$ cat src/rtl/famicom_pad_ports_if.sv
// Controller-port bus: CPU-side strobes and raw buttons in, serial data and status out.
interface famicom_pad_ports_if #(
  parameter int NUM_PORTS = 2,
  parameter int SHIFT_LEN = 8
);
  logic                           OUT0;
  logic [NUM_PORTS-1:0]           nINP;
  logic [NUM_PORTS*SHIFT_LEN-1:0] BTN;
  logic [NUM_PORTS-1:0]           SDO;
  logic [NUM_PORTS-1:0]           SDO_OE;
  logic [NUM_PORTS-1:0]           EMPTY;

  modport master (
    output OUT0, nINP, BTN,
    input  SDO, SDO_OE, EMPTY
  );

  modport slave (
    input  OUT0, nINP, BTN,
    output SDO, SDO_OE, EMPTY
  );
endinterface

$ cat src/rtl/famicom_pad_ports.sv
// Serial controller-port engine: per-port parallel-load shift registers with
// synchronised latch/read strobes, fill-on-shift and exhaustion flags.
module famicom_pad_ports #(
  parameter int NUM_PORTS   = 2,
  parameter int SHIFT_LEN   = 8,
  parameter bit FILL_BIT    = 1'b1,
  parameter bit INVERT_OUT  = 1'b0,
  parameter int SYNC_STAGES = 2
) (
  input  logic                 CLK,
  input  logic                 nRST,
  famicom_pad_ports_if.slave   bus
);
  localparam int NB = NUM_PORTS * SHIFT_LEN;
  localparam int CW = $clog2(SHIFT_LEN + 1);
  localparam logic [CW-1:0] CNT_MAX = CW'(SHIFT_LEN);

  logic [SYNC_STAGES-1:0]                 out0_sync_reg;
  logic [SYNC_STAGES-1:0][NUM_PORTS-1:0]  ninp_sync_reg;
  logic [SYNC_STAGES-1:0][NB-1:0]         btn_sync_reg;

  logic                 strobe_s;
  logic [NUM_PORTS-1:0] ninp_s;
  logic [NB-1:0]        btn_s;

  always_ff @(posedge CLK or negedge nRST) begin
    if (!nRST) begin
      out0_sync_reg <= '0;
      ninp_sync_reg <= '1;
      btn_sync_reg  <= '0;
    end else begin
      out0_sync_reg <= {out0_sync_reg[SYNC_STAGES-2:0], bus.OUT0};
      ninp_sync_reg <= {ninp_sync_reg[SYNC_STAGES-2:0], bus.nINP};
      btn_sync_reg  <= {btn_sync_reg[SYNC_STAGES-2:0], bus.BTN};
    end
  end

  assign strobe_s = out0_sync_reg[SYNC_STAGES-1];
  assign ninp_s   = ninp_sync_reg[SYNC_STAGES-1];
  assign btn_s    = btn_sync_reg[SYNC_STAGES-1];

  generate
    for (genvar gi = 0; gi < NUM_PORTS; gi++) begin : g_port
      logic [SHIFT_LEN-1:0] sr_reg, sr_next;
      logic [CW-1:0]        cnt_reg, cnt_next;
      logic                 ninp_d_reg;
      logic                 rise;

      assign rise = ninp_s[gi] & ~ninp_d_reg;

      // Load dominates: a read edge landing while the strobe is high is dropped.
      always_comb begin
        sr_next  = sr_reg;
        cnt_next = cnt_reg;
        if (strobe_s) begin
          sr_next  = btn_s[gi*SHIFT_LEN +: SHIFT_LEN];
          cnt_next = '0;
        end else if (rise) begin
          sr_next  = {FILL_BIT, sr_reg[SHIFT_LEN-1:1]};
          cnt_next = (cnt_reg == CNT_MAX) ? cnt_reg : cnt_reg + CW'(1);
        end
      end

      always_ff @(posedge CLK or negedge nRST) begin
        if (!nRST) begin
          sr_reg     <= '0;
          cnt_reg    <= '0;
          ninp_d_reg <= 1'b1;
        end else begin
          sr_reg     <= sr_next;
          cnt_reg    <= cnt_next;
          ninp_d_reg <= ninp_s[gi];
        end
      end

      assign bus.SDO[gi]    = sr_reg[0] ^ INVERT_OUT;
      assign bus.SDO_OE[gi] = ~ninp_s[gi];
      assign bus.EMPTY[gi]  = (cnt_reg == CNT_MAX);
    end
  endgenerate
endmodule

$ cat src/flat_wrapper.sv
// flat-port wrapper written by rule: the top's interface ports become plain ports
module famicom_pad_ports_flat 
#(
  parameter int NUM_PORTS   = 2,
  parameter int SHIFT_LEN   = 8,
  parameter bit FILL_BIT    = 1'b1,
  parameter bit INVERT_OUT  = 1'b0,
  parameter int SYNC_STAGES = 2
)
  (CLK, nRST, bus_OUT0, bus_nINP, bus_BTN, bus_SDO, bus_SDO_OE, bus_EMPTY);
  famicom_pad_ports_if #(.NUM_PORTS(NUM_PORTS), .SHIFT_LEN(SHIFT_LEN)) bus_i ();
  input  logic CLK;
  input  logic nRST;
  input wire logic [$bits(bus_i.OUT0)-1:0] bus_OUT0;
  input wire logic [$bits(bus_i.nINP)-1:0] bus_nINP;
  input wire logic [$bits(bus_i.BTN)-1:0] bus_BTN;
  output wire logic [$bits(bus_i.SDO)-1:0] bus_SDO;
  output wire logic [$bits(bus_i.SDO_OE)-1:0] bus_SDO_OE;
  output wire logic [$bits(bus_i.EMPTY)-1:0] bus_EMPTY;
  assign bus_i.OUT0 = bus_OUT0;
  assign bus_i.nINP = bus_nINP;
  assign bus_i.BTN = bus_BTN;
  assign bus_SDO = bus_i.SDO;
  assign bus_SDO_OE = bus_i.SDO_OE;
  assign bus_EMPTY = bus_i.EMPTY;
  famicom_pad_ports #(.NUM_PORTS(NUM_PORTS), .SHIFT_LEN(SHIFT_LEN), .FILL_BIT(FILL_BIT), .INVERT_OUT(INVERT_OUT), .SYNC_STAGES(SYNC_STAGES)) u_core (.CLK(CLK), .nRST(nRST), .bus(bus_i));
endmodule
$ cat config.mk
export PLATFORM = sky130hd
export DESIGN_NAME = famicom_pad_ports_flat
export DESIGN_NICKNAME = d
export VERILOG_FILES = /design/src/rtl/famicom_pad_ports_if.sv /design/src/rtl/famicom_pad_ports.sv /design/src/flat_wrapper.sv
export SDC_FILE = /design/constraint.sdc
export NUM_CORES = 1
export LEC_CHECK = 0
export CAP_MARGIN = 20
export CORE_MARGIN = 3
export CORE_UTILIZATION = 51
export CTS_BUF_LIST = sky130_fd_sc_hd__clkbuf_4 sky130_fd_sc_hd__clkbuf_8
export DETAILED_ROUTE_END_ITERATION = 10
export HOLD_SLACK_MARGIN = 0.03
export PLACE_DENSITY = 0.79
export REMOVE_ABC_BUFFERS = 1
export SYNTH_ARGS = -nofsm -noshare
export SYNTH_HDL_FRONTEND = slang
export SYNTH_SLANG_ARGS = --single-unit
$ cat constraint.sdc
create_clock -name CLK -period 1.4 [get_ports CLK]
set_input_delay 0.14 -clock CLK [delete_from_list [all_inputs] [get_ports CLK]]
set_output_delay 0.14 -clock CLK [all_outputs]
set_load 0.03 [all_outputs]
==> impl_metrics.env, run 1 <==
export IMPL_status="finished with violations"
export IMPL_violations="setup timing"
export IMPL_tightest_slew_ns=0.324
export IMPL_grt_use_total=0.156
export IMPL_numPortBuffers=26
export IMPL_initial_core_util=0.547
export IMPL_grt_first_pass_wirelength_um=5980
export IMPL_worst_path_max_fanout=2
export IMPL_start_kind="flop"
export IMPL_num_rows=23
export IMPL_vias=1300
export IMPL_synth_top_area_share=0.641
export IMPL_min_from="bus_nINP[0]"
export IMPL_dr_pass1_iters=4
export IMPL_layout_cells_non_filler=262
export IMPL_r2r_end="u_core.g_port[1].cnt_reg[0]$_DFFE_PN0P_"
export IMPL_ir_worst_vdd_uv=1160
export IMPL_drt_wl_total_um=3490
export IMPL_reg2reg_depth=5
export IMPL_insertion_delay_ns=0.33
export IMPL_setup_viol=2
export IMPL_first_iter_violations=41
export IMPL_p_leak_uw=0.00139
export IMPL_arrival_ns=1.31
export IMPL_timing_fmax_mhz=688
export IMPL_clockBufferDepth=2
export IMPL_core_sq_um=4140
export IMPL_h_tree_depth=3
export IMPL_synth_flop_cell="dfrtp_1"
export IMPL_async_reset_ff_frac=1.00
export IMPL_clock_root_buffer="clkbuf_8"
export IMPL_cpPeakStageDelay_ns=0.40
export IMPL_synthCells=165
export IMPL_drc_errors=0
export IMPL_io_pins=27
export IMPL_layout_setup_ws_ns=-0.0542
export IMPL_drv_slew=0
export IMPL_die_h_um=72.7
export IMPL_tns_ns=-0.0854
export IMPL_hpwlAfterDp_um=2190
export IMPL_synth_area_top_cells="dfrtp_1 (64%), mux2i_1 (8.0%), dfstp_2 (7.0%), o21ai_1 (3.1%), nand2_1 (2.3%)"
export IMPL_fin_worst_skew_ns=0.00837
export IMPL_finalWeightedCongestion=0.689
export IMPL_grt_pass1_vias=1366
export IMPL_seq_area_frac_synth=0.710
export IMPL_post_synth_num_cell_types=21
export IMPL_cts_tree="done"
export IMPL_final_nets=232
export IMPL_cts_clk_slew_worst_paths_ns=0.07
export IMPL_pre_cts_slack_ns=-0.0256
export IMPL_power_uw=4030
export IMPL_cp_required_ns=1.26
export IMPL_area_growth_pct=29.7
export IMPL_drive_above_1_share=0.255
export IMPL_final_hold_viol_count=0
export IMPL_synth_common_cells="dfrtp_1 (58), mux2i_1 (18), nand2_1 (14), o21ai_1 (14), nor2_1 (8)"
export IMPL_maxSlewHeadroom=0.784
export IMPL_syn_avg_cell_area_sq_um=13.7
export IMPL_overflow=0
export IMPL_cts_made_buffers=9
export IMPL_drt_vias_per_instance=4.96
export IMPL_synth_edf_count=0
export IMPL_critPathKind="flop to output port"
export IMPL_r2r_slack_ns=0.04
export IMPL_grt_max_degree=65
export IMPL_rr_startpoint="u_core.g_port[1].cnt_reg[0]$_DFFE_PN0P_"
export IMPL_yosys_warnings=0
export IMPL_antenna_found_initial=0
export IMPL_crit_chain="inv_2, ha_4, and3b_2, buf_6"
export IMPL_clock_sinks=64
export IMPL_die_area_sq_um=5280
export IMPL_cpMaxStageDelayCell="dfrtp_1"
export IMPL_fin_crit_sh=1.04
export IMPL_dp_cells=240
export IMPL_syn_area_sq_um=2270
export IMPL_maxCapViolations=0
export IMPL_synth_most_common_cell="dfrtp_1"
export IMPL_cp_depth=4
export IMPL_rsz0062_at_grt="true"
export IMPL_routedWlPerCell_um=13.3
export IMPL_min_path_type="input pin to flop"
export IMPL_synth_seq_cells=64
export IMPL_insertedDiodeCount=0
export IMPL_whs_path_depth=1
export IMPL_yosys_area_top_type="dfrtp_1"
export IMPL_die_width_um=72.7
export IMPL_ant_nets=0
export IMPL_fin_crit_ns=1.45
export IMPL_min_to="u_core.ninp_sync_reg[0]$_DFF_PN1_"
export IMPL_endpoint_kind="output port"
export IMPL_critical_path_buf_inv_count=2
export IMPL_critPathTopFamily="flip-flops"
export IMPL_power_density_nw_per_um2=1370
cell type report:
cell class	count	area (sq um)
multi-input cells	86	613
flip-flops and latches	64	1610
clock inverters	6	83.8
inverters	6	22.5
clock buffers	10	131
fillers	303	1210
repair buffers	40	415
well taps	50	62.6
cell families (layout without fill, tap and decap cells):
group                      count (synthesis)  count (layout)  synth area share
AOI/OAI and AO/OA                         22              22            0.0486
adders and majority gates                  4               4            0.0221
buffers and inverters                     15              62            0.0326
DFF                                       64              64             0.710
muxes                                     20              20            0.0928
and+or+nand+nor                           40              40            0.0939
timing repair:
action,4_1_cts,5_1_grt
hold endpoints to repair,58,0
gates resized for setup,20,0
endpoints found under the setup margin,10,3
pin swaps,4,1
gates cloned,0,0
setup buffers,3,2
hold buffers,1,0
per-stage QoR:
stage	util	hold WS (ns)	area, sq um
2_1_floorplan	-	-0.156	2210
3_3_place_gp	0.636	0.165	2640
3_5_place_dp	0.636	0.176	2640
4_1_cts	0.705	0.204	2920
5_1_grt	0.709	0.208	2940
6_report	0.709	0.215	2940
how the worst max path moves through the flow:
stage                                       startpoint                                       to  slack (ns)
4_1_cts        u_core.g_port[0].cnt_reg[0]$_DFFE_PN0P_                             bus_EMPTY[0]       -0.06
6_report       u_core.g_port[0].cnt_reg[0]$_DFFE_PN0P_                             bus_EMPTY[0]       -0.05
3_5_place_dp   u_core.g_port[1].cnt_reg[0]$_DFFE_PN0P_  u_core.g_port[1].cnt_reg[0]$_DFFE_PN0P_       -0.03
2_1_floorplan  u_core.g_port[1].cnt_reg[0]$_DFFE_PN0P_  u_core.g_port[1].cnt_reg[0]$_DFFE_PN0P_       -0.08
5_1_grt        u_core.g_port[0].cnt_reg[0]$_DFFE_PN0P_                             bus_EMPTY[0]        -0.1
3_3_place_gp   u_core.g_port[1].cnt_reg[0]$_DFFE_PN0P_  u_core.g_port[1].cnt_reg[0]$_DFFE_PN0P_        0.05
placed cells by master (no fill, tap or decap), drive strengths merged, types with 4 or more instances in the layout:
cell	count
a21oi	6
buf	16
clkbuf	10
clkdlybuf4s50	19
clkinv	4
dfrtp	58
dfstp	6
ha	4
inv	6
mux2i	18
nand2	14
nand2b	6
nor2	10
o21ai	16
power by group:
| group | internal [uW] | switching, uW | total (uW) |
|---|---|---|---|
| Combinational | 179 | 162 | 341 |
| Sequential | 1970 | 50.1 | 2020 |
| Clock | 1020 | 655 | 1670 |
metal layers:
metal,GRT usage,up-vias,wire (um)
met2,0.239,33,1730
met1,0.179,631,1450
li1,-,625,-
met4,0.109,0,104
met5,0,-,0
met3,0.0592,11,195
Power figures use the tool's default switching activity.
==> run 2: changes to the inputs <==
- SLEW_MARGIN: unset -> 40
==> results of run 2 <==
The final DEF is identical to that of run 1; final timing and power are the same.
